--- src/rtl/mux_n_1_pkg.sv ---
// Shared definitions for the N:1 registered multiplexer with round-robin
// arbitration: mode encodings and the select-width helper.
package mux_n_1_pkg;

   localparam logic MODE_SEL = 1'b0;  // fixed select by sel
   localparam logic MODE_RR  = 1'b1;  // round-robin arbitration

   // Width of a channel index; never narrower than one bit.
   function automatic int sel_w(input int n);
      return (n <= 2) ? 1 : $clog2(n);
   endfunction

endpackage

--- src/rtl/rr_arbiter.sv ---
// Round-robin grant: first asserted request at or above ptr_i, wrapping from
// N_CH-1 back to 0. The grant is one-hot, or all-zero when nothing requests.
module rr_arbiter
   import mux_n_1_pkg::*;
#(
   parameter int N_CH = 4,
   localparam int SEL_W = sel_w(N_CH)
) (
   input  logic [N_CH-1:0]  req_i,
   input  logic [SEL_W-1:0] ptr_i,
   output logic [N_CH-1:0]  gnt_o
);

   logic [2*N_CH-1:0] req_dbl;
   logic [N_CH-1:0]   req_rot;
   logic [SEL_W:0]    offs;
   logic [SEL_W:0]    pos;

   // Rotate requests so ptr_i sits at bit 0, take the lowest set bit, and
   // rotate that position back into the channel index space.
   always_comb begin
      req_dbl = {req_i, req_i} >> ptr_i;
      req_rot = req_dbl[N_CH-1:0];
      offs    = '0;
      for (int i = N_CH - 1; i >= 0; i--) begin
         if (req_rot[i]) offs = (SEL_W+1)'(i);
      end
      pos = {1'b0, ptr_i} + offs;
      if (pos >= (SEL_W+1)'(N_CH)) pos = pos - (SEL_W+1)'(N_CH);
      gnt_o = (|req_rot) ? (N_CH'(1) << pos) : '0;
   end

endmodule

--- src/rtl/mux_n_1_rr.sv ---
// N:1 multiplexer with a single registered output stage. Mode 0 forwards the
// channel chosen by sel; mode 1 arbitrates round-robin among valid channels.
// Optional feature macro: MUX_N_1_RR_PKT_LOCK_EN adds in_last and keeps a
// round-robin grant on one channel until the last beat of its packet.
//
// Handshake: a word moves across an interface on a rising clk edge where both
// valid and ready are high. Valid may not depend on ready. Input side:
// in_ready[k] is high only for the granted channel and only when the output
// register is empty or being popped (load). Output side: out_valid/out_data/
// out_ch stay stable until out_ready is seen high.
module mux_n_1_rr
   import mux_n_1_pkg::*;
#(
   parameter int N_CH   = 4,
   parameter int DATA_W = 8,
   localparam int SEL_W = sel_w(N_CH)
) (
   input  logic                   clk,
   input  logic                   rst_n,
   input  logic                   mode,
   input  logic [SEL_W-1:0]       sel,
   input  logic [N_CH-1:0]        in_valid,
   input  logic [N_CH*DATA_W-1:0] in_data,
`ifdef MUX_N_1_RR_PKT_LOCK_EN
   input  logic [N_CH-1:0]        in_last,
`endif
   output logic [N_CH-1:0]        in_ready,
   output logic                   out_valid,
   output logic [DATA_W-1:0]      out_data,
   output logic [SEL_W-1:0]       out_ch,
   input  logic                   out_ready
);

   logic              out_valid_q, out_valid_d;
   logic [DATA_W-1:0] out_data_q,  out_data_d;
   logic [SEL_W-1:0]  out_ch_q,    out_ch_d;
   logic [SEL_W-1:0]  rr_ptr_q,    rr_ptr_d;
`ifdef MUX_N_1_RR_PKT_LOCK_EN
   logic              lock_q,      lock_d;
   logic [SEL_W-1:0]  lock_ch_q,   lock_ch_d;
`endif

   logic              load;
   logic              xfer;
   logic [N_CH-1:0]   arb_gnt;
   logic [N_CH-1:0]   gnt;
   logic [SEL_W-1:0]  gnt_idx;
   logic [DATA_W-1:0] gnt_data;
   logic [SEL_W-1:0]  next_ptr;

   rr_arbiter #(.N_CH(N_CH)) u_arb (
      .req_i (in_valid),
      .ptr_i (rr_ptr_q),
      .gnt_o (arb_gnt)
   );

   assign load = !out_valid_q || out_ready;
   assign xfer = |(in_valid & in_ready);

   // Pick the granted channel for the current mode and gate it with load.
   // In fixed mode an out-of-range sel shifts the bit off the vector, so no
   // channel is granted.
   always_comb begin
      if (mode == MODE_RR) begin
`ifdef MUX_N_1_RR_PKT_LOCK_EN
         gnt = lock_q ? (in_valid & (N_CH'(1) << lock_ch_q)) : arb_gnt;
`else
         gnt = arb_gnt;
`endif
      end else begin
         gnt = in_valid & (N_CH'(1) << sel);
      end
      in_ready = (rst_n && load) ? gnt : '0;
   end

   // Turn the one-hot grant into a channel index and its payload.
   always_comb begin
      gnt_idx  = '0;
      gnt_data = '0;
      for (int i = 0; i < N_CH; i++) begin
         if (gnt[i]) begin
            gnt_idx  = SEL_W'(i);
            gnt_data = in_data[i*DATA_W +: DATA_W];
         end
      end
      next_ptr = (gnt_idx == SEL_W'(N_CH - 1)) ? '0 : gnt_idx + SEL_W'(1);
   end

   // Next state of the output register, the round-robin pointer and the lock.
   always_comb begin
      out_valid_d = out_valid_q;
      out_data_d  = out_data_q;
      out_ch_d    = out_ch_q;
      rr_ptr_d    = rr_ptr_q;
`ifdef MUX_N_1_RR_PKT_LOCK_EN
      lock_d      = lock_q;
      lock_ch_d   = lock_ch_q;
`endif
      if (xfer) begin
         out_valid_d = 1'b1;
         out_data_d  = gnt_data;
         out_ch_d    = gnt_idx;
      end else if (out_ready) begin
         out_valid_d = 1'b0;
      end
      if (xfer && mode == MODE_RR) begin
`ifdef MUX_N_1_RR_PKT_LOCK_EN
         if (|(in_last & gnt)) begin
            rr_ptr_d = next_ptr;
            lock_d   = 1'b0;
         end else begin
            lock_d    = 1'b1;
            lock_ch_d = gnt_idx;
         end
`else
         rr_ptr_d = next_ptr;
`endif
      end
   end

   // State registers; reset empties the output stage and rewinds the pointer.
   always_ff @(posedge clk or negedge rst_n) begin
      if (!rst_n) begin
         out_valid_q <= 1'b0;
         out_data_q  <= '0;
         out_ch_q    <= '0;
         rr_ptr_q    <= '0;
`ifdef MUX_N_1_RR_PKT_LOCK_EN
         lock_q      <= 1'b0;
         lock_ch_q   <= '0;
`endif
      end else begin
         out_valid_q <= out_valid_d;
         out_data_q  <= out_data_d;
         out_ch_q    <= out_ch_d;
         rr_ptr_q    <= rr_ptr_d;
`ifdef MUX_N_1_RR_PKT_LOCK_EN
         lock_q      <= lock_d;
         lock_ch_q   <= lock_ch_d;
`endif
      end
   end

   assign out_valid = out_valid_q;
   assign out_data  = out_data_q;
   assign out_ch    = out_ch_q;

endmodule

--- config.mk ---
export PLATFORM = sky130hd
export DESIGN_NAME = mux_n_1_rr
export DESIGN_NICKNAME = d
export VERILOG_FILES = /design/src/rtl/mux_n_1_pkg.sv /design/src/rtl/rr_arbiter.sv /design/src/rtl/mux_n_1_rr.sv
export SDC_FILE = /design/constraint.sdc
export NUM_CORES = 1
export LEC_CHECK = 0
export ABC_CLOCK_PERIOD_IN_PS = 5300
export BUFFER_PORTS_ARGS = -buffer_cell sky130_fd_sc_hd__clkbuf_2
export CORE_MARGIN = 3
export CORE_UTILIZATION = 51
export CTS_CLUSTER_SIZE = 24
export DETAILED_ROUTE_END_ITERATION = 12
export PLACE_DENSITY = 0.87
export SETUP_SLACK_MARGIN = 0.2
export SLEW_MARGIN = 10
export SYNTH_ARGS = -nofsm -noshare
export SYNTH_HDL_FRONTEND = slang
export SYNTH_HIERARCHICAL = 1
export SYNTH_SLANG_ARGS = --single-unit
--- constraint.sdc ---
create_clock -name clk -period 5.3 [get_ports clk]
set_clock_uncertainty 0.2 [all_clocks]
set_input_delay 0.265 -clock clk [delete_from_list [all_inputs] [get_ports clk]]
set_output_delay 0.265 -clock clk [all_outputs]
set_load 0.02 [all_outputs]
==> results of run 1 <==
worst max-delay path, delay by kind of cell, from the launching register on:
kind            cells  cell delay, ns
fa+ha+maj           1            0.28
compound gates      6            1.39
flops               1            0.47
simple gates        4            0.70
mux                 1            0.43
logic make-up (layout without fill, tap and decap cells):
family                     Yosys count  count (layout)  share of synthesized area
adders and majority gates            1               1                    0.00967
muxes                               11              11                     0.0880
DFF                                 13              13                      0.251
and+or+nand+nor                     36              36                      0.167
xor gates and xnor gates             2               2                     0.0135
AOI/OAI and AO/OA                   61              61                      0.375
buffers and inverters               19              72                     0.0948
metal layers:
metal / wire, um / up-vias / global-route usage
met5: 0 / - / 0
met4: 75 / 0 / 0.0814
met3: 187 / 8 / 0.0161
met2: 1670 / 55 / 0.356
met1: 1560 / 641 / 0.305
li1: - / 657 / -
layout make-up:
cell class,instances,area share
clock buffer,4,0.0168
timing repair buffer,57,0.186
sequential,13,0.208
inverter,11,0.0264
multi-input combinational,111,0.541
tap,28,0.0224
flip-flops by register name, indices dropped and copies added (netlist names):
| register | cells |
|---|---|
| out_ch | 2 |
| rr_ptr_q | 2 |
| out_data | 8 |
| out_valid | 1 |
synthesized netlist by cell type (all sizes together):
library cell / instances / area share
a311oi: 1 / 0.020
a22oi: 2 / 0.012
buf: 7 / 0.055
dfrtp: 13 / 0.25
o22ai: 2 / 0.0097
o221ai: 1 / 0.0068
a2bb2oi: 1 / 0.0068
o21ai: 10 / 0.042
xor2: 1 / 0.0068
or4b: 1 / 0.011
o21a: 3 / 0.017
nand4bb: 2 / 0.017
nand2b: 3 / 0.015
a21o: 1 / 0.0068
a21oi: 5 / 0.019
a21boi: 18 / 0.10
or3b: 1 / 0.0068
nor2: 5 / 0.015
nand3: 2 / 0.0077
mux2i: 8 / 0.062
nand2: 10 / 0.029
or2: 1 / 0.0048
a2111oi: 8 / 0.056
clkdlybuf4s15: 1 / 0.0077
ha: 1 / 0.0097
nor3: 2 / 0.0077
inv: 11 / 0.032
mux2: 3 / 0.026
nor4: 1 / 0.0048
and2: 1 / 0.0048
nand3b: 2 / 0.012
a221oi: 1 / 0.020
o32ai: 8 / 0.054
and4bb: 1 / 0.0097
and4b: 1 / 0.0087
xnor2: 1 / 0.0068
nor2b: 3 / 0.015
path summary, 6_finish.rpt:
check,endpoint,slack (ns),cells past startpoint
worst max-delay path,out_data[2],1.70,12
worst min-delay path,out_valid,0.13,3
worst max register to register,out_data[2],1.70,12
worst min register to register,out_data[2],0.32,2
max in group asynchronous,out_data[4],4.42,2
min in group asynchronous,out_data[7],0.22,2
metrics by stage:
stage               instances  power (mW)  instance area, um^2  worst slack [ns]
finish                    224       0.789                 1560              1.70
global route              224       0.858                 1560              1.37
CTS                       224       0.784                 1560              1.77
detailed placement        219       0.722                 1530              1.78
global placement          219       0.705                 1530              1.88
floorplan                 143       0.589                 1290              2.23
power groups by stage:
| stage | Sequential [mW] | Clock [mW] | Combinational, mW |
|---|---|---|---|
| after floorplan | 0.211 | 0 | 0.378 |
| after global placement | 0.175 | 0 | 0.530 |
| after detailed placement | 0.176 | 0 | 0.547 |
| after CTS | 0.174 | 0.0608 | 0.549 |
| after global routing | 0.181 | 0.0679 | 0.608 |
| final | 0.175 | 0.0587 | 0.556 |
==> metrics.md, run 1 <==
| Metric | Value |
|---|---|
| Dpl hpwl | between 2000 and 3000 um |
| Storage cell area | 325 um^2 |
| Largest voltage drop on the vdd net | about 410 uV |
| Switching Power | between 400 and 500 uW |
| Number of primary I/O pins | between 50 and 60 |
| Stage delay of the slowest cell on the critical path | about 0.64 ns |
| Max-Slew Margin vs Limit | 0.531 |
| Clock power frac | 0.074 |
| Final WL | roughly 3500 um |
| Fmax | 278 MHz |
| Share of final-layout standard cells stronger than drive strength 1 | 0.357 |
| DRT antenna net count | 0 |
| Vias in the first global route | 1,280 |
| Clock slew at the register clock pins of the worst setup and hold paths | roughly 0.070 ns |
| Critical path arrival | between 3 and 4 ns |
| Total via count after detailed routing | 1,361 |
| CP max-delay cell | a2111oi_0 |
| Sink Count | 13 |
| Count of routing violations after the opening detailed-route iteration | 64 |
| Clock Root Buffer | clkbuf_4 |
| Max Transition Viols Final | 0 |
| Width of the die | approximately 56 um |
| Internal power summed over all cells | approximately 380 uW |
| Critical Setup Path Class | reg -> reg |
| I/O Buffers | between 50 and 60 |
| Shortest clock period the worst path allows after layout | between 3 and 4 ns |
| Area added between synthesis and finish | 20.9% |
| Detailed-router iteration count before antenna repair | 4 |
| Core area | approximately 0.0023 mm^2 |
| Initial standard-cell utilization of the core | 0.558 |
| # rows | 17 |
| Mean routed wirelength per cell | roughly 16 um |
| Synthesized instance count | approximately 140 |
| Area of the die | around 0.0032 mm^2 |
| Crit path capture type | flip-flop |
| Leading cell types in the layout, fill and taps excluded | 56 x clkbuf_2, 17 x a21boi_0, 13 x dfrtp_1 |
| Startpoint class of the critical path | flip-flop |
| Post-Syn Area per Cell | around 9 um^2 |
| Net count, final | 240 |
| Core occupancy in the finished layout | 0.675 |
| Maximum buffer depth of the clock tree | 2 |
| Via density | between 6 and 7 |
| # hold bufs at CTS | 1 |
| Most common cell after layout, fill and taps aside | clkbuf_2 |
| Post-route DRC | 0 |
| Reg2reg start | rr_ptr_q[1] |
| Postcts setup bufs | 0 |
| Number of gates given a new drive strength after cts | 0 |
| Aggregate global routing overflow | 0 |
| Worst Hold Launch | out_ready |
| Origin of the worst setup path | rr_ptr_q[1] |
| Final critical-path share of the clock period | 0.680 |
| Status | complete, no violations |
| Leakage Power | 0.751 nW |
| Maximum fanout count along the critical path | 9 |
| Required time of the critical path | 5.23 ns |
| Worst Tran Pin Value | 0.703 ns |
| Wire length of the first global-routing pass | 5630 um |
| Net switching fraction of the power | 0.516 |
| Unrepaired setup endpoints after global routing | no |
| Final count of hold timing violations | 0 |
| Seq/Total Area, Yosys | 0.251 |
| Number of warnings printed during yosys synthesis | 6 |
| Number of antenna violations at the first check in global routing | 0 |
| Final worst hold slack | roughly 0.13 ns |
| Pin count of the biggest net entering global routing | 19 |
| Number of clock buffers inserted by TritonCTS | 3 |
| Tot GR Track Use | 0.220 |
| Flops & latches, synth | 13 |
| Total setup violations reported at the end of the flow | 0 |
| PD cells | between 500 and 600 mW/mm^2 |
| ANT cells | 0 |
| Clk_lat worst skew | approximately 0.27 ns |
| Total Negative Setup Slacks | 0 ns |
| CTS tree | done |
| Proportion of power drawn by flip-flops and latches | 0.221 |
| Yosys cell types | 41 |
| Maximum level of the CTS H-tree | 1 |
| Hold Crit Class | in -> reg |
| Synthesized net count | 186 |
| Routability congestion estimate from global placement | around 0.92 |
| Area occupied by multi-input gates | ~850 um^2 |
| Fillers | between 150 and 200 |
| Most common cell type on the critical path | nand2_1 |
| Combinational Power Share | 0.704 |
| Chain of cells forming the critical path | nand2_1 -> a2bb2oi_1 -> o221ai_1 -> o21a_1 -> ha_1 -> nor2_1 -> nand2_1 -> mux2i_1 -> nand3b_1 -> a21boi_0 -> a2111oi_0 -> o32ai_1 |
| Mapped cell area | 0.00129 mm^2 |
| Die height | 56.4 um |
| Maxcap violations | 0 |
Power figures use the tool's default switching activity.
==> inputs of run 2 (changes only) <==
--- a/config.mk
+++ b/config.mk
@@ -5,13 +5,14 @@
 export SDC_FILE = /design/constraint.sdc
 export NUM_CORES = 1
 export LEC_CHECK = 0
-export ABC_CLOCK_PERIOD_IN_PS = 5300
+export ABC_AREA = 1
+export ABC_CLOCK_PERIOD_IN_PS = 3800
 export BUFFER_PORTS_ARGS = -buffer_cell sky130_fd_sc_hd__clkbuf_2
 export CORE_MARGIN = 3
-export CORE_UTILIZATION = 51
+export CORE_UTILIZATION = 47
 export CTS_CLUSTER_SIZE = 24
 export DETAILED_ROUTE_END_ITERATION = 12
-export PLACE_DENSITY = 0.87
+export PLACE_DENSITY = 0.82
 export SETUP_SLACK_MARGIN = 0.2
 export SLEW_MARGIN = 10
 export SYNTH_ARGS = -nofsm -noshare
==> constraint.sdc (replaced) <==
create_clock -name clk -period 3.8 [get_ports clk]
set_clock_uncertainty 0.2 [all_clocks]
set_input_delay 0.19 -clock clk [delete_from_list [all_inputs] [get_ports clk]]
set_output_delay 0.19 -clock clk [all_outputs]
set_load 0.02 [all_outputs]
==> metrics.md, run 2 <==
| Metric | Value |
|---|---|
| Fmax | approximately 310 MHz |
| Post-synth EDFFs | 0 (unchanged) |
| Synthesized net count | 229 (was 186) |
| Detailed-router iteration count before antenna repair | 4 (unchanged) |
| Area added between synthesis and finish | 25.2% (was 20.9%) |
| Maximum level of the CTS H-tree | 1 (unchanged) |
| Number of clock buffers inserted by TritonCTS | 3 (unchanged) |
| Sink Count | 13 (unchanged) |
| Yosys cell types | 23 (was 41) |
| Required time of the critical path | 3.41 ns (was 5.23 ns) |
| Core area | 0.00234 mm^2 (was 0.00232 mm^2) |
| Total setup violations reported at the end of the flow | 0 (unchanged) |
| I/O Buffers | 56 (unchanged) |
| Number of antenna violations at the first check in global routing | 0 (unchanged) |
| Clock Root Buffer | clkbuf_4 (unchanged) |
| Area occupied by multi-input gates | 791 um^2 (was 846 um^2) |
| Wire length of the first global-routing pass | 5600 um (was 5630 um) |
| Number of gates given a new drive strength after cts | 0 (unchanged) |
| Shortest clock period the worst path allows after layout | 3.19 ns |
| Maximum buffer depth of the clock tree | 2 (unchanged) |
| Routability congestion estimate from global placement | 0.909 (was 0.922) |
| Worst Tran Pin Value | 0.489 ns (was 0.703 ns) |
| Max Transition Viols Final | 0 (unchanged) |
| Placed Instance Area | 0.00150 mm^2 (was 0.00153 mm^2) |
| Net count, final | 287 (was 240) |
| Most frequently used flop master after synthesis | dfrtp_1 (unchanged) |
| Critical path arrival | 2.80 ns (was 3.53 ns) |
| Largest voltage drop on the vdd net | 509 uV (was 412 uV) |
| Count of routing violations after the opening detailed-route iteration | 98 (was 64) |
| Final count of hold timing violations | 0 (unchanged) |
| Total via count after detailed routing | 1,431 (was 1,361) |
| Share of the synthesized area in the top cell type | 0.263 (was 0.251) |
| Library cell with the highest instance count after synthesis | nand3_1 (was a21boi_0) |
| Tot GR Track Use | 0.212 (was 0.220) |
| Post-route DRC | 0 (unchanged) |
| Share of final-layout standard cells stronger than drive strength 1 | 0.399 (was 0.357) |
| Number of primary I/O pins | 57 (unchanged) |
| Initial standard-cell utilization of the core | 0.528 (was 0.558) |
| Most common cell after layout, fill and taps aside | clkbuf_2 (unchanged) |
| Startpoint class of the critical path | flip-flop (unchanged) |
| Aggregate global routing overflow | 0 (unchanged) |
| Clk_lat worst skew | 0.27 ns (about the same) |
| Postcts setup bufs | 0 (unchanged) |
| Vias in the first global route | 1,284 (was 1,280) |
| Synthesized instance count | 186 (was 143) |
| Number of warnings printed during yosys synthesis | 6 (unchanged) |
| Leading post-synthesis cells by instance count | 46 x nand3_1, 45 x nand2_1, 13 x a21oi_1, 13 x dfrtp_1, 13 x nand2_2 (was 17 x a21boi_0, 13 x dfrtp_1, 11 x inv_1, 10 x nand2_1, 9 x o21ai_0) |
| CTS tree | done (unchanged) |
| Width of the die | 57.3 um (was 56.4 um) |
| DRT antenna net count | 0 (unchanged) |
| Final WL | 3330 um (was 3500 um) |
| Dpl hpwl | 2590 um (was 2790 um) |
| Max-Slew Margin vs Limit | 0.673 (was 0.531) |
| Critical Setup Path Class | reg -> out (was reg -> reg) |
| Mean routed wirelength per cell | 12.3 um (was 15.6 um) |
| Pin count of the biggest net entering global routing | 15 (was 19) |
| Largest cells by area after synthesis | dfrtp_1 26%, nand3_1 19%, nand2_1 14%, nand2_2 6.6%, a21oi_1 5.3% (was dfrtp_1 25%, a21boi_0 9.9%, mux2i_1 6.2%, o32ai_1 5.4%, buf_6 4.4%) |
| Total Negative Setup Slacks | 0 ns (unchanged) |
| Storage cell area | 325 um^2 (unchanged) |
| Post-Syn Area per Cell | 6.64 um^2 (was 9.05 um^2) |
| Crit path capture type | output pin (was flip-flop) |
| PD cells | 891 mW/mm^2 (was 505 mW/mm^2) |
| Total non-filler cell area in the finished layout | 0.00155 mm^2 (was 0.00156 mm^2) |
| ANT cells | 0 (unchanged) |
| Area of the die | 0.00328 mm^2 (was 0.00318 mm^2) |
| Leading cell types in the layout, fill and taps excluded | 56 x clkbuf_2, 46 x nand3_1, 45 x nand2_1 (was 56 x clkbuf_2, 17 x a21boi_0, 13 x dfrtp_1) |
| Via density | 5.28 (was 6.08) |
| Clock slew at the register clock pins of the worst setup and hold paths | 0.08 ns (was 0.07 ns) |
| # rows | 17 (unchanged) |
| Mapped cell area | 0.00123 mm^2 (was 0.00129 mm^2) |
| Flops & latches, synth | 13 (unchanged) |
| Cell type with the largest total area after synthesis | dfrtp_1 (unchanged) |
| Die height | 57.3 um (was 56.4 um) |
| Maximum fanout count along the critical path | 12 (was 9) |
| Number of flip-flops under the largest register name | 8 (unchanged) |
| Leakage Power | 0.877 nW (was 0.751 nW) |
| Unrepaired setup endpoints after global routing | no (unchanged) |
| Maxcap violations | 0 (unchanged) |
| Final critical-path share of the clock period | 0.838 |
| Status | complete, no violations (unchanged) |
| Post-layout total power | 1.38 mW (was 789 uW) |
| Seq/Total Area, Yosys | 0.263 (was 0.251) |
| Hold Crit Class | in -> reg (unchanged) |
| Fillers | 208 (was 199) |
| Post-synthesis async set-or-reset flop share | 1.00 (unchanged) |
[run 2: routing by layer]
metal / track usage / vias up / routed length, um
met4: 0.0397 / 0 / 0
li1: - / 727 / -
met3: 0.0452 / 0 / 257
met1: 0.288 / 631 / 1450
met2: 0.349 / 73 / 1620
met5: 0 / - / 0
[run 2: repair_timing]
action | 4_1_cts | 5_1_grt
setup endpoints to repair | 0 | 0
endpoints found under the hold margin | 14 | 0
hold buffers | 2 | 0
[run 2: cells by family after synthesis]
logic type / after synthesis / synth area share
AND/OR/NAND/NOR: 130 / 0.545
buffers and inverters: 23 / 0.0962
AO/OA/AOI/OAI: 18 / 0.0780
flip-flops: 13 / 0.263
XOR/XNOR: 1 / 0.00709
adder cells (fa/ha/maj): 1 / 0.0101
[run 2: worst paths after layout]
check	end	slack, ns	depth (start not counted)	start
worst min-delay path	out_data[6]	0.02	4	in_data[30]
worst max register to register	rr_ptr_q[1]	0.77	19	rr_ptr_q[0]
worst max-delay path	in_ready[2]	0.61	14	rr_ptr_q[0]
min in group asynchronous	out_data[3]	0.14	2	rst_n
max in group asynchronous	out_data[1]	3.01	2	rst_n
worst min register to register	out_data[0]	0.29	2	out_data[0]
[run 2: metrics by stage]
stage | util | cells | hold slack [ns] | setup WS (ns)
2_1_floorplan | - | 186 | -0.306 | 1.37
3_3_place_gp | 0.641 | 265 | -0.0964 | 0.881
3_5_place_dp | 0.641 | 265 | -0.0952 | 0.851
4_1_cts | 0.661 | 271 | 0.0182 | 0.612
5_1_grt | 0.661 | 271 | 0.0147 | 0.221
6_report | 0.661 | 271 | 0.0231 | 0.615
[run 2: report_power, final]
group | switching [mW] | leakage (nW) | internal (mW)
logic | 0.690 | 0.694 | 0.360
clock network | 0.0436 | 0.0150 | 0.0406
registers | 0.0479 | 0.168 | 0.196
total | 0.782 | 0.877 | 0.596
[run 2: critical path, cell delays in order, from the launching register on]
cell	delay [ns]
dfrtp_1	0.46
inv_2	0.11
nand2_1	0.08
nand3_1	0.07
nand2_1	0.09
a21boi_1	0.14
ha_1	0.19
xnor2_1	0.22
nand3_2	0.13
a21oi_1	0.16
nand2_1	0.08
nand2_2	0.27
inv_1	0.23
nor2_1	0.13
clkbuf_2	0.18
[run 2: layout make-up]
class	instances	area share
multi-input combinational	150	0.511
sequential	13	0.210
clock buffer	4	0.0170
timing repair buffer	58	0.194
tap	28	0.0227
inverter	18	0.0445
==> inputs of run 3 (changes only) <==
--- a/config.mk
+++ b/config.mk
@@ -6,13 +6,13 @@
 export NUM_CORES = 1
 export LEC_CHECK = 0
 export ABC_AREA = 1
-export ABC_CLOCK_PERIOD_IN_PS = 3800
+export ABC_CLOCK_PERIOD_IN_PS = 2800
 export BUFFER_PORTS_ARGS = -buffer_cell sky130_fd_sc_hd__clkbuf_2
 export CORE_MARGIN = 3
-export CORE_UTILIZATION = 47
+export CORE_UTILIZATION = 42
 export CTS_CLUSTER_SIZE = 24
 export DETAILED_ROUTE_END_ITERATION = 12
-export PLACE_DENSITY = 0.82
+export PLACE_DENSITY = 0.78
 export SETUP_SLACK_MARGIN = 0.2
 export SLEW_MARGIN = 10
 export SYNTH_ARGS = -nofsm -noshare
==> constraint.sdc (replaced) <==
create_clock -name clk -period 2.8 [get_ports clk]
set_clock_uncertainty 0.2 [all_clocks]
set_input_delay 0.14 -clock clk [delete_from_list [all_inputs] [get_ports clk]]
set_output_delay 0.14 -clock clk [all_outputs]
set_load 0.02 [all_outputs]
==> metrics.md, run 3 (same netlist as run 2, synthesis figures left out) <==
| Metric | Value |
|---|---|
| Status | complete, no violations (unchanged) |
| Share of final-layout standard cells stronger than drive strength 1 | 0.545 (was 0.399) |
| Total setup violations reported at the end of the flow | 0 (unchanged) |
| Final critical-path share of the clock period | 0.985 |
| I/O Buffers | 56 (unchanged) |
| Routability congestion estimate from global placement | 0.807 (was 0.909) |
| Hold Crit Class | in -> reg (unchanged) |
| Max Transition Viols Final | 0 (unchanged) |
| Final WL | 4060 um (was 3330 um) |
| Total non-filler cell area in the finished layout | 0.00193 mm^2 (was 0.00155 mm^2) |
| Crit path capture type | output pin (unchanged) |
| Setup WS pre-CTS | 0.0948 ns (was 0.851 ns) |
| Clock slew at the register clock pins of the worst setup and hold paths | 0.08 ns (about the same) |
| Core area | 0.00278 mm^2 (was 0.00234 mm^2) |
| Net count, final | 310 (was 287) |
| Required time of the critical path | 2.46 ns (was 3.41 ns) |
| Placed Instance Area | 0.00154 mm^2 (was 0.00150 mm^2) |
| PD cells | 1230 mW/mm^2 (was 891 mW/mm^2) |
| Fmax | about 360 MHz |
| Via density | 5.32 (was 5.28) |
| Maximum buffer depth of the clock tree | 2 (unchanged) |
| Leading cell types in the layout, fill and taps excluded | 52 x clkbuf_2, 38 x nand3_1, 34 x nand2_1 (was 56 x clkbuf_2, 46 x nand3_1, 45 x nand2_1) |
| Leakage Power | 1.02 nW (was 0.877 nW) |
| Max-Slew Margin vs Limit | 0.766 (was 0.673) |
| Aggregate global routing overflow | 0 (unchanged) |
| Largest voltage drop on the vdd net | 824 uV (was 509 uV) |
| Most common cell type on the critical path | nand2_2 (was nand2_1) |
| Final count of hold timing violations | 0 (unchanged) |
| Most common cell after layout, fill and taps aside | clkbuf_2 (unchanged) |
| Area of the die | 0.00363 mm^2 (was 0.00328 mm^2) |
| ANT cells | 0 (unchanged) |
| Dpl hpwl | 2700 um (was 2590 um) |
| Fillers | 229 (was 208) |
| Pin count of the biggest net entering global routing | 15 (unchanged) |
| Maxcap violations | 0 (unchanged) |
| Die height | 60.2 um (was 57.3 um) |
| Worst Tran Pin Value | 0.352 ns (was 0.489 ns) |
| Width of the die | 60.2 um (was 57.3 um) |
| Number of primary I/O pins | 57 (unchanged) |
| Wire length of the first global-routing pass | 6320 um (was 5600 um) |
| Area added between synthesis and finish | 56.5% (was 25.2%) |
| Total via count after detailed routing | 1,581 (was 1,431) |
| Detailed-router iteration count before antenna repair | 4 (unchanged) |
| Count of routing violations after the opening detailed-route iteration | 77 (was 98) |
| Reg2reg start | rr_ptr_q[0] (unchanged) |
| Critical Setup Path Class | reg -> out (unchanged) |
| Post-layout total power | 2.37 mW (was 1.38 mW) |
| Clk_lat worst skew | 0.27 ns (about the same) |
| Clock Root Buffer | clkbuf_4 (unchanged) |
| Number of clock buffers inserted by TritonCTS | 3 (unchanged) |
| Final Non-Filler Cells | 297 (was 271) |
| Shortest clock period the worst path allows after layout | ~2.8 ns |
| Final setup margin | 0.0417 ns (was 0.615 ns) |
| Maximum fanout count along the critical path | 7 (was 12) |
| CP max-delay cell | dfrtp_2 (was dfrtp_1) |
| Final worst hold slack | 0.00607 ns (was 0.0231 ns) |
| Total Negative Setup Slacks | 0 ns (unchanged) |
| Number of flip-flops under the largest register name | 8 (unchanged) |
| Post-route DRC | 0 (unchanged) |
| Storage cell area | 328 um^2 (was 325 um^2) |
| Chain of cells forming the critical path | inv_4 -> nand2_2 -> nand3_1 -> nand2_2 -> a21boi_2 -> ha_2 -> xnor2_2 -> nand3_2 -> a21oi_2 -> nand2_2 -> nand2_4 -> clkinv_4 -> nor2_4 -> buf_8 (was inv_2 -> nand2_1 -> nand3_1 -> nand2_1 -> a21boi_1 -> ha_1 -> xnor2_1 -> nand3_2 -> a21oi_1 -> nand2_1 -> nand2_2 -> inv_1 -> nor2_1 -> clkbuf_2) |
| CTS tree | done (unchanged) |
| Sink Count | 13 (unchanged) |
| Critical path arrival | 2.42 ns (was 2.80 ns) |
| Vias in the first global route | 1,510 (was 1,284) |
| Startpoint class of the critical path | flip-flop (unchanged) |
| Core occupancy in the finished layout | 0.695 (was 0.661) |
| Area occupied by multi-input gates | 923 um^2 (was 791 um^2) |
| Stage delay of the slowest cell on the critical path | 0.48 ns (was 0.46 ns) |
| Mean routed wirelength per cell | 13.7 um (was 12.3 um) |
| Maximum level of the CTS H-tree | 1 (unchanged) |
| Unrepaired setup endpoints after global routing | yes (was no) |
| Number of antenna violations at the first check in global routing | 0 (unchanged) |
| Count of placed standard cells including taps | 271 (was 265) |
| Tot GR Track Use | 0.226 (was 0.212) |
| Initial standard-cell utilization of the core | 0.444 (was 0.528) |
| DRT antenna net count | 0 (unchanged) |
| Worst Hold Launch | in_data[1] (was in_data[30]) |
| Origin of the worst setup path | rr_ptr_q[0] (unchanged) |
| # rows | 19 (was 17) |
run 3: changes by cell type in the layout (fill, tap and decap cells not counted), sizes merged:
cell | previous run | this run
dlygate4sd3 | 2 | 10
clkinvlp | 0 | 1
clkbuf | 60 | 58
inv | 17 | 15
clkinv | 1 | 3
buf | 0 | 16
run 3: layout make-up:
class	instances	area share
repair buffers	80	0.275
inverters	18	0.0414
well taps	31	0.0201
flip-flops and latches	13	0.170
multi-input cells	150	0.478
repair inverters	1	0.00259
clock buffers	4	0.0136
run 3: report_power, final:
group / leakage (nW) / switching, mW / internal, mW
Combinational: 0.844 / 1.12 / 0.789
Clock: 0.0150 / 0.0631 / 0.0552
Sequential: 0.166 / 0.0742 / 0.268
Total: 1.02 / 1.26 / 1.11
run 3: worst paths after layout:
kind | slack [ns] | end | cells past startpoint
worst max-delay path | 0.04 | in_ready[3] | 14
worst min-delay path | 0.006 | out_data[1] | 5
worst max register to register | 0.09 | out_ch[0] | 19
worst min register to register | 0.29 | out_data[7] | 2
max in group asynchronous | 2.01 | rr_ptr_q[1] | 2
min in group asynchronous | 0.11 | out_data[1] | 2
run 3: worst max-delay path: cells and delay by family, from the launching register on:
family / cells / cell delay [ns]
buf+inv: 3 / 0.33
fa+ha+maj: 1 / 0.20
flops: 1 / 0.48
xor+xnor: 1 / 0.13
simple gates: 7 / 0.68
compound gates: 2 / 0.32
run 3: routing by layer:
layer | up-vias | track usage | share of wire
met4 | 0 | 0.0570 | 0.023
met5 | - | 0 | 0
met3 | 15 | 0.0475 | 0.078
met1 | 712 | 0.277 | 0.37
met2 | 81 | 0.397 | 0.52
li1 | 773 | - | -
run 3: repair_timing:
item | 4_1_cts | 5_1_grt
gates resized for setup | 16 | 33
endpoints found under the setup margin | 17 | 17
cloned | 0 | 1
setup buffers | 10 | 1
hold endpoints to repair | 22 | 0
pin swaps | 13 | 6
hold buffers | 10 | 0
